$ cat src/rtl/uart_pkg.sv
// Shared types for the oversampling UART receiver.
// FSM states, parity-type encodings and the 3-sample vote.
package uart_pkg;

  typedef enum logic [2:0] {
    IDLE,
    START,
    DATA,
    PARITY,
    STOP
  } rx_state_t;

  localparam logic PAR_EVEN = 1'b0;
  localparam logic PAR_ODD  = 1'b1;

  function automatic logic maj3(
    input logic a,
    input logic b,
    input logic c
  );
    return (a & b) | (a & c) | (b & c);
  endfunction

endpackage

$ cat src/rtl/uart_rx_oversample_if.sv
// Line/host bundle of the UART receiver.
// master drives the line and config, slave is the receiver.
interface uart_rx_oversample_if #(
  parameter int DATA_WIDTH = 8
);

  logic                  RX_IN;
  logic                  par_EN;
  logic                  par_TYP;
  logic [DATA_WIDTH-1:0] RXDATA;
  logic                  VALID_RX;
  logic                  PARITY_ERROR;
  logic                  STOP_ERROR;
  logic                  busy;

  modport master (
    output RX_IN,
    output par_EN,
    output par_TYP,
    input  RXDATA,
    input  VALID_RX,
    input  PARITY_ERROR,
    input  STOP_ERROR,
    input  busy
  );

  modport slave (
    input  RX_IN,
    input  par_EN,
    input  par_TYP,
    output RXDATA,
    output VALID_RX,
    output PARITY_ERROR,
    output STOP_ERROR,
    output busy
  );

endinterface

$ cat src/rtl/uart_rx_sampler.sv
// Synchroniser, per-bit edge counter and mid-bit majority vote.
// bit_done marks the vote cycle, bit_end the last cycle of a bit.
module uart_rx_sampler
  import uart_pkg::*;
#(
  parameter int PRESCALE = 16
) (
  input  logic clk,
  input  logic rst_n,
  input  logic rx_in,
  input  logic clear,
  output logic rx_s,
  output logic bit_val,
  output logic bit_done,
  output logic bit_end
);

  localparam int CW = $clog2(PRESCALE);
  localparam logic [CW-1:0] MID_A = CW'(PRESCALE/2 - 1);
  localparam logic [CW-1:0] MID_B = CW'(PRESCALE/2);
  localparam logic [CW-1:0] MID_C = CW'(PRESCALE/2 + 1);
  localparam logic [CW-1:0] LAST  = CW'(PRESCALE - 1);

  logic          sync1_q;
  logic          sync2_q;
  logic          samp_a_q;
  logic          samp_b_q;
  logic [CW-1:0] edge_cnt_q;

  always_ff @(posedge clk or negedge rst_n) begin
    if (!rst_n) begin
      sync1_q    <= 1'b1;
      sync2_q    <= 1'b1;
      samp_a_q   <= 1'b0;
      samp_b_q   <= 1'b0;
      edge_cnt_q <= '0;
    end else begin
      sync1_q <= rx_in;
      sync2_q <= sync1_q;
      if (clear || edge_cnt_q == LAST)
        edge_cnt_q <= '0;
      else
        edge_cnt_q <= edge_cnt_q + 1'b1;
      if (edge_cnt_q == MID_A)
        samp_a_q <= sync2_q;
      if (edge_cnt_q == MID_B)
        samp_b_q <= sync2_q;
    end
  end

  // third vote is the live sample, so the decision lands on MID_C
  assign rx_s     = sync2_q;
  assign bit_val  = maj3(samp_a_q, samp_b_q, sync2_q);
  assign bit_done = !clear && (edge_cnt_q == MID_C);
  assign bit_end  = !clear && (edge_cnt_q == LAST);

endmodule

$ cat src/rtl/uart_rx_oversample.sv
// UART receive path: frame FSM, shift register and error checks.
// Results are registered at the mid-stop-bit decision.
module uart_rx_oversample
  import uart_pkg::*;
#(
  parameter int DATA_WIDTH = 8,
  parameter int PRESCALE   = 16
) (
  input  logic CLK,
  input  logic RST,
  uart_rx_oversample_if.slave io
);

  localparam int BW = $clog2(DATA_WIDTH + 1);

  rx_state_t state_q;
  rx_state_t state_d;

  logic                  rx_s;
  logic                  bit_val;
  logic                  bit_done;
  logic                  bit_end;
  logic                  clear;
  logic                  entry;
  logic                  accept;
  logic                  finish;
  logic                  last_bit;
  logic                  par_err;
  logic                  armed_q;
  logic                  par_en_q;
  logic                  par_typ_q;
  logic                  par_bit_q;
  logic [BW-1:0]         bit_cnt_q;
  logic [DATA_WIDTH-1:0] shift_q;
  logic [DATA_WIDTH-1:0] rxdata_q;
  logic                  valid_q;
  logic                  perr_q;
  logic                  serr_q;

  assign clear = (state_q == IDLE);

  uart_rx_sampler #(
    .PRESCALE (PRESCALE)
  ) u_sampler (
    .clk      (CLK),
    .rst_n    (RST),
    .rx_in    (io.RX_IN),
    .clear    (clear),
    .rx_s     (rx_s),
    .bit_val  (bit_val),
    .bit_done (bit_done),
    .bit_end  (bit_end)
  );

  assign last_bit = (bit_cnt_q == BW'(DATA_WIDTH - 1));
  assign par_err  = par_en_q & (^shift_q ^ par_bit_q ^ par_typ_q);

  always_ff @(posedge CLK or negedge RST) begin
    if (!RST)
      state_q <= IDLE;
    else
      state_q <= state_d;
  end

  // entry needs a falling edge, so a held break cannot re-trigger
  always_comb begin
    state_d = state_q;
    entry   = 1'b0;
    accept  = 1'b0;
    finish  = 1'b0;
    unique case (state_q)
      IDLE: begin
        if (!rx_s && armed_q) begin
          state_d = START;
          entry   = 1'b1;
        end
      end
      START: begin
        if (bit_done && bit_val) begin
          state_d = IDLE;
        end else if (bit_end) begin
          state_d = DATA;
          accept  = 1'b1;
        end
      end
      DATA: begin
        if (bit_end && last_bit)
          state_d = par_en_q ? PARITY : STOP;
      end
      PARITY: begin
        if (bit_end)
          state_d = STOP;
      end
      STOP: begin
        if (bit_done) begin
          state_d = IDLE;
          finish  = 1'b1;
        end
      end
      default: state_d = IDLE;
    endcase
  end

  always_ff @(posedge CLK or negedge RST) begin
    if (!RST) begin
      armed_q   <= 1'b1;
      par_en_q  <= 1'b0;
      par_typ_q <= 1'b0;
      par_bit_q <= 1'b0;
      bit_cnt_q <= '0;
      shift_q   <= '0;
      rxdata_q  <= '0;
      valid_q   <= 1'b0;
      perr_q    <= 1'b0;
      serr_q    <= 1'b0;
    end else begin
      armed_q <= rx_s;
      if (entry) begin
        par_en_q  <= io.par_EN;
        par_typ_q <= io.par_TYP;
        bit_cnt_q <= '0;
      end
      // flags survive a rejected glitch; clear once start is confirmed
      if (accept) begin
        valid_q <= 1'b0;
        perr_q  <= 1'b0;
        serr_q  <= 1'b0;
      end
      if (state_q == DATA && bit_done)
        shift_q <= {bit_val, shift_q[DATA_WIDTH-1:1]};
      if (state_q == DATA && bit_end)
        bit_cnt_q <= bit_cnt_q + 1'b1;
      if (state_q == PARITY && bit_done)
        par_bit_q <= bit_val;
      if (finish) begin
        serr_q <= !bit_val;
        perr_q <= par_err;
        if (bit_val && !par_err) begin
          rxdata_q <= shift_q;
          valid_q  <= 1'b1;
        end else begin
          valid_q  <= 1'b0;
        end
      end
    end
  end

  assign io.RXDATA       = rxdata_q;
  assign io.VALID_RX     = valid_q;
  assign io.PARITY_ERROR = perr_q;
  assign io.STOP_ERROR   = serr_q;
  assign io.busy         = (state_q != IDLE);

endmodule
$ cat src/flat_wrapper.sv
// flat-port wrapper written by rule: the top's interface ports become plain ports
module uart_rx_oversample_flat import uart_pkg::*;
#(
  parameter int DATA_WIDTH = 8,
  parameter int PRESCALE   = 16
)
  (CLK, RST, io_RX_IN, io_par_EN, io_par_TYP, io_RXDATA, io_VALID_RX, io_PARITY_ERROR, io_STOP_ERROR, io_busy);
  uart_rx_oversample_if #(.DATA_WIDTH(DATA_WIDTH)) io_i ();
  input  logic CLK;
  input  logic RST;
  input wire logic [$bits(io_i.RX_IN)-1:0] io_RX_IN;
  input wire logic [$bits(io_i.par_EN)-1:0] io_par_EN;
  input wire logic [$bits(io_i.par_TYP)-1:0] io_par_TYP;
  output wire logic [$bits(io_i.RXDATA)-1:0] io_RXDATA;
  output wire logic [$bits(io_i.VALID_RX)-1:0] io_VALID_RX;
  output wire logic [$bits(io_i.PARITY_ERROR)-1:0] io_PARITY_ERROR;
  output wire logic [$bits(io_i.STOP_ERROR)-1:0] io_STOP_ERROR;
  output wire logic [$bits(io_i.busy)-1:0] io_busy;
  assign io_i.RX_IN = io_RX_IN;
  assign io_i.par_EN = io_par_EN;
  assign io_i.par_TYP = io_par_TYP;
  assign io_RXDATA = io_i.RXDATA;
  assign io_VALID_RX = io_i.VALID_RX;
  assign io_PARITY_ERROR = io_i.PARITY_ERROR;
  assign io_STOP_ERROR = io_i.STOP_ERROR;
  assign io_busy = io_i.busy;
  uart_rx_oversample #(.DATA_WIDTH(DATA_WIDTH), .PRESCALE(PRESCALE)) u_core (.CLK(CLK), .RST(RST), .io(io_i));
endmodule
$ cat config.mk
export PLATFORM = sky130hd
export DESIGN_NAME = uart_rx_oversample_flat
export DESIGN_NICKNAME = d
export VERILOG_FILES = /design/src/rtl/uart_pkg.sv /design/src/rtl/uart_rx_oversample_if.sv /design/src/rtl/uart_rx_sampler.sv /design/src/rtl/uart_rx_oversample.sv /design/src/flat_wrapper.sv
export SDC_FILE = /design/constraint.sdc
export NUM_CORES = 1
export LEC_CHECK = 0
export CORE_MARGIN = 2
export CORE_UTILIZATION = 55
export CTS_CLUSTER_DIAMETER = 100
export DETAILED_ROUTE_END_ITERATION = 10
export PLACE_DENSITY_LB_ADDON = 0.15
export SETUP_SLACK_MARGIN = 0.3
export SLEW_MARGIN = 0
export SYNTH_ARGS = -nofsm -noshare
export SYNTH_HDL_FRONTEND = slang
export SYNTH_SLANG_ARGS = --single-unit
export TNS_END_PERCENT = 30
$ cat constraint.sdc
create_clock -name CLK -period 2.7 [get_ports CLK]
set_input_delay 0.54 -clock CLK [delete_from_list [all_inputs] [get_ports CLK]]
set_output_delay 0.54 -clock CLK [all_outputs]
set_load 0.1 [all_outputs]
==> metrics.csv <==
metric,value,unit
muxShareOfSynthArea,13.5,%
min_period,2.19,ns
setup_viol,0,
coreArea,0.00303,sq mm
via_per_inst,5.47,
crit_start,u_core.state_q[0],
finalMaxSlewViolations,0,
yosys.area_share.simple,11.8,%
postCtsHoldBufs,0,
syn_area_per_cell,12.1,sq um
cts_resized,0,
cts_root_buffer,clkbuf_4,
drt_first_pass_iters,4,
insertion_delay,0.35,ns
finalCoreUtilization,66.9,%
routedWlPerCell,14.2,um
cts_setup_buffers,0,
hpwl,2170,um
layout_commonest_cell,dfrtp_1,
wl,2960,um
yosys.area.top_type_share,50.1,%
die-area,0.00365,sq mm
rsz0062_at_grt,no,
critical_path_arrival,1.65,ns
ys_types,36,
synth_area,0.00175,sq mm
gp_congestion,0.803,
fin_ws,0.512,ns
dieHeight,60.4,um
drt_first_iter_violations,35,
worst-r2r-cell-count,5,
ctsHtreeMaxLevel,2,
ys_ff_latch,38,
clk_path_buf_depth,2,
vias,1144,
nets,173,
final_layout_size_suffix_gt1_share,27.9,%
start_util,57.8,%
fin_skew,0.0132,ns
ant_nets,0,
critPathRequiredTime,2.16,ns
fmax,457,MHz
grt_pass1_wl,5220,um
tightest_slew,0.790,ns
n_antenna_cell,0,
placed_cell_area,0.00191,sq mm
clkSlewWorstSetupHoldPaths,0.12,ns
yosys.area_share.xor_xnor,5.79,%
syn2layout_area_growth,15.8,%
drc_errors,0,
reg2reg_from,u_core.shift_q[5],
grt_antenna_before_repair,0,
boundaryPins,17,
hold_viol,0,
period_share,81.0,%
grt_max_degree,39,
dp_slack,0.651,ns
crit_path_end_kind,output pin,
cellLeakagePower,0.969,nW
rows,20,
synth_compound_area_share,8.94,%
p_per_area,862,mW/mm^2
ir_drop,581,uV
synth.net_count,154,
fp.dieW,60.4,um
mostFrequentLayoutCells,"dfrtp_1 (35), mux2_2 (21), buf_4 (12)",
synth-warning-count,0,
path_class,reg2out,
fin_area,0.00203,sq mm
cts_sinks,38,
synth_top_family_by_area,multiplexers,
yosys.area.top_type,dfrtp_1,
relSlewSlack,47.3,%
portBuffers,16,
cp_max_fo,12,
setup_tns,0,ns
syn_inst,145,
outcome,"complete, no violations",
cts_buffers,5,
cp-start-kind,flop,
synth-seq-area-share,54.6,%
drv_cap,0,
synth_fa_ha_area_share,3.43,%
grt_overflow,0,
grt_pass1_vias,1122,
hp-class,in2async,
grt_use_total,20.2,%
cts_tree,done,
synth_area_leaders,"dfrtp_1 (50%), mux2_2 (14%), dfstp_2 (4.5%), xnor2_1 (4.0%), ha_1 (2.9%)",
kinds of logic after synthesis:
| group | Yosys count |
|---|---|
| muxes | 21 |
| and+or+nand+nor | 41 |
| DFF | 38 |
| xor gates and xnor gates | 10 |
| buffers and inverters | 9 |
| AOI/OAI and AO/OA | 21 |
| adders and majority gates | 5 |
sequential cells by signal, summed over array words and instances (netlist names), 3 cells and up:
signal,flops
u_core.state_q,3
u_core.shift_q,8
u_core.u_sampler.edge_cnt_q,4
u_core.bit_cnt_q,4
u_core.io.RXDATA,8
metrics by stage:
step	power, mW	cells	hold WS [ns]
CTS	1.76	209	0.275
floorplan	1.15	145	0.244
global placement	1.24	201	0.348
global route	1.86	209	0.317
finish	1.75	209	0.257
detailed placement	1.26	201	0.347
cell usage after synthesis:
cell type   n
a21o_1      1
o32ai_1     1
o22a_1      1
nor3_1      2
maj3_1      1
xnor3_1     1
a31oi_1     1
nor2_1     10
nand2b_1    1
nand3b_1    1
xnor2_1     8
o31ai_1     1
and3b_1     1
a22oi_1     1
dfrtp_1    35
a21oi_1     2
nand2_1    10
mux2_2     21
nand4_1     2
clkbuf_1    4
a21oi_4     1
and3_1      4
dfstp_2     3
a32o_1      2
o2bb2ai_1   2
inv_1       5
o31a_1      1
xor2_1      1
ha_1        4
and4b_1     1
o21a_1      1
o21ai_0     6
nor2b_1     2
nor3b_1     1
and2_1      1
nand3_1     5
cell type report:
cell class,count,area [sq um]
fill,233,1000
inverter,5,18.8
tap,44,55.1
timing repair buffer,16,125
multi-input combinational,98,761
clock inverter,2,60.1
sequential,38,955
clock buffer,6,51.3
worst max-delay path: stages, from the launching register on:
cell	delay (ns)
dfrtp_1	0.52
nor3_1	0.41
inv_1	0.12
buf_4	0.25
where the power goes:
| group | switching [mW] | internal, mW | leakage (nW) |
|---|---|---|---|
| Combinational | 0.261 | 0.206 | 0.410 |
| Sequential | 0.119 | 0.661 | 0.501 |
| Clock | 0.186 | 0.314 | 0.0585 |
path summary, 6_finish.rpt:
path                                         endpoint  slack, ns
min in group CLK                u_core.u_sampler.rx_s       0.37
worst max register to register    u_core.io.RXDATA[5]       0.63
max in group asynchronous         u_core.io.RXDATA[0]       1.94
worst min-delay path              u_core.io.RXDATA[7]       0.26
worst min register to register  u_core.u_sampler.rx_s       0.37
worst max-delay path                          io_busy       0.51
per-layer routing:
layer  vias up  GRT usage [%]  wire, um  part of all wire (%)
met5         -              0         0                     0
met4         0           8.57        58                   2.0
met3         6           8.32       140                   4.7
met2        21           29.5      1380                    47
met1       567           26.7      1380                    47
li1        550              -         -                     -
No activity file was read; power rests on OpenSTA's default activity.
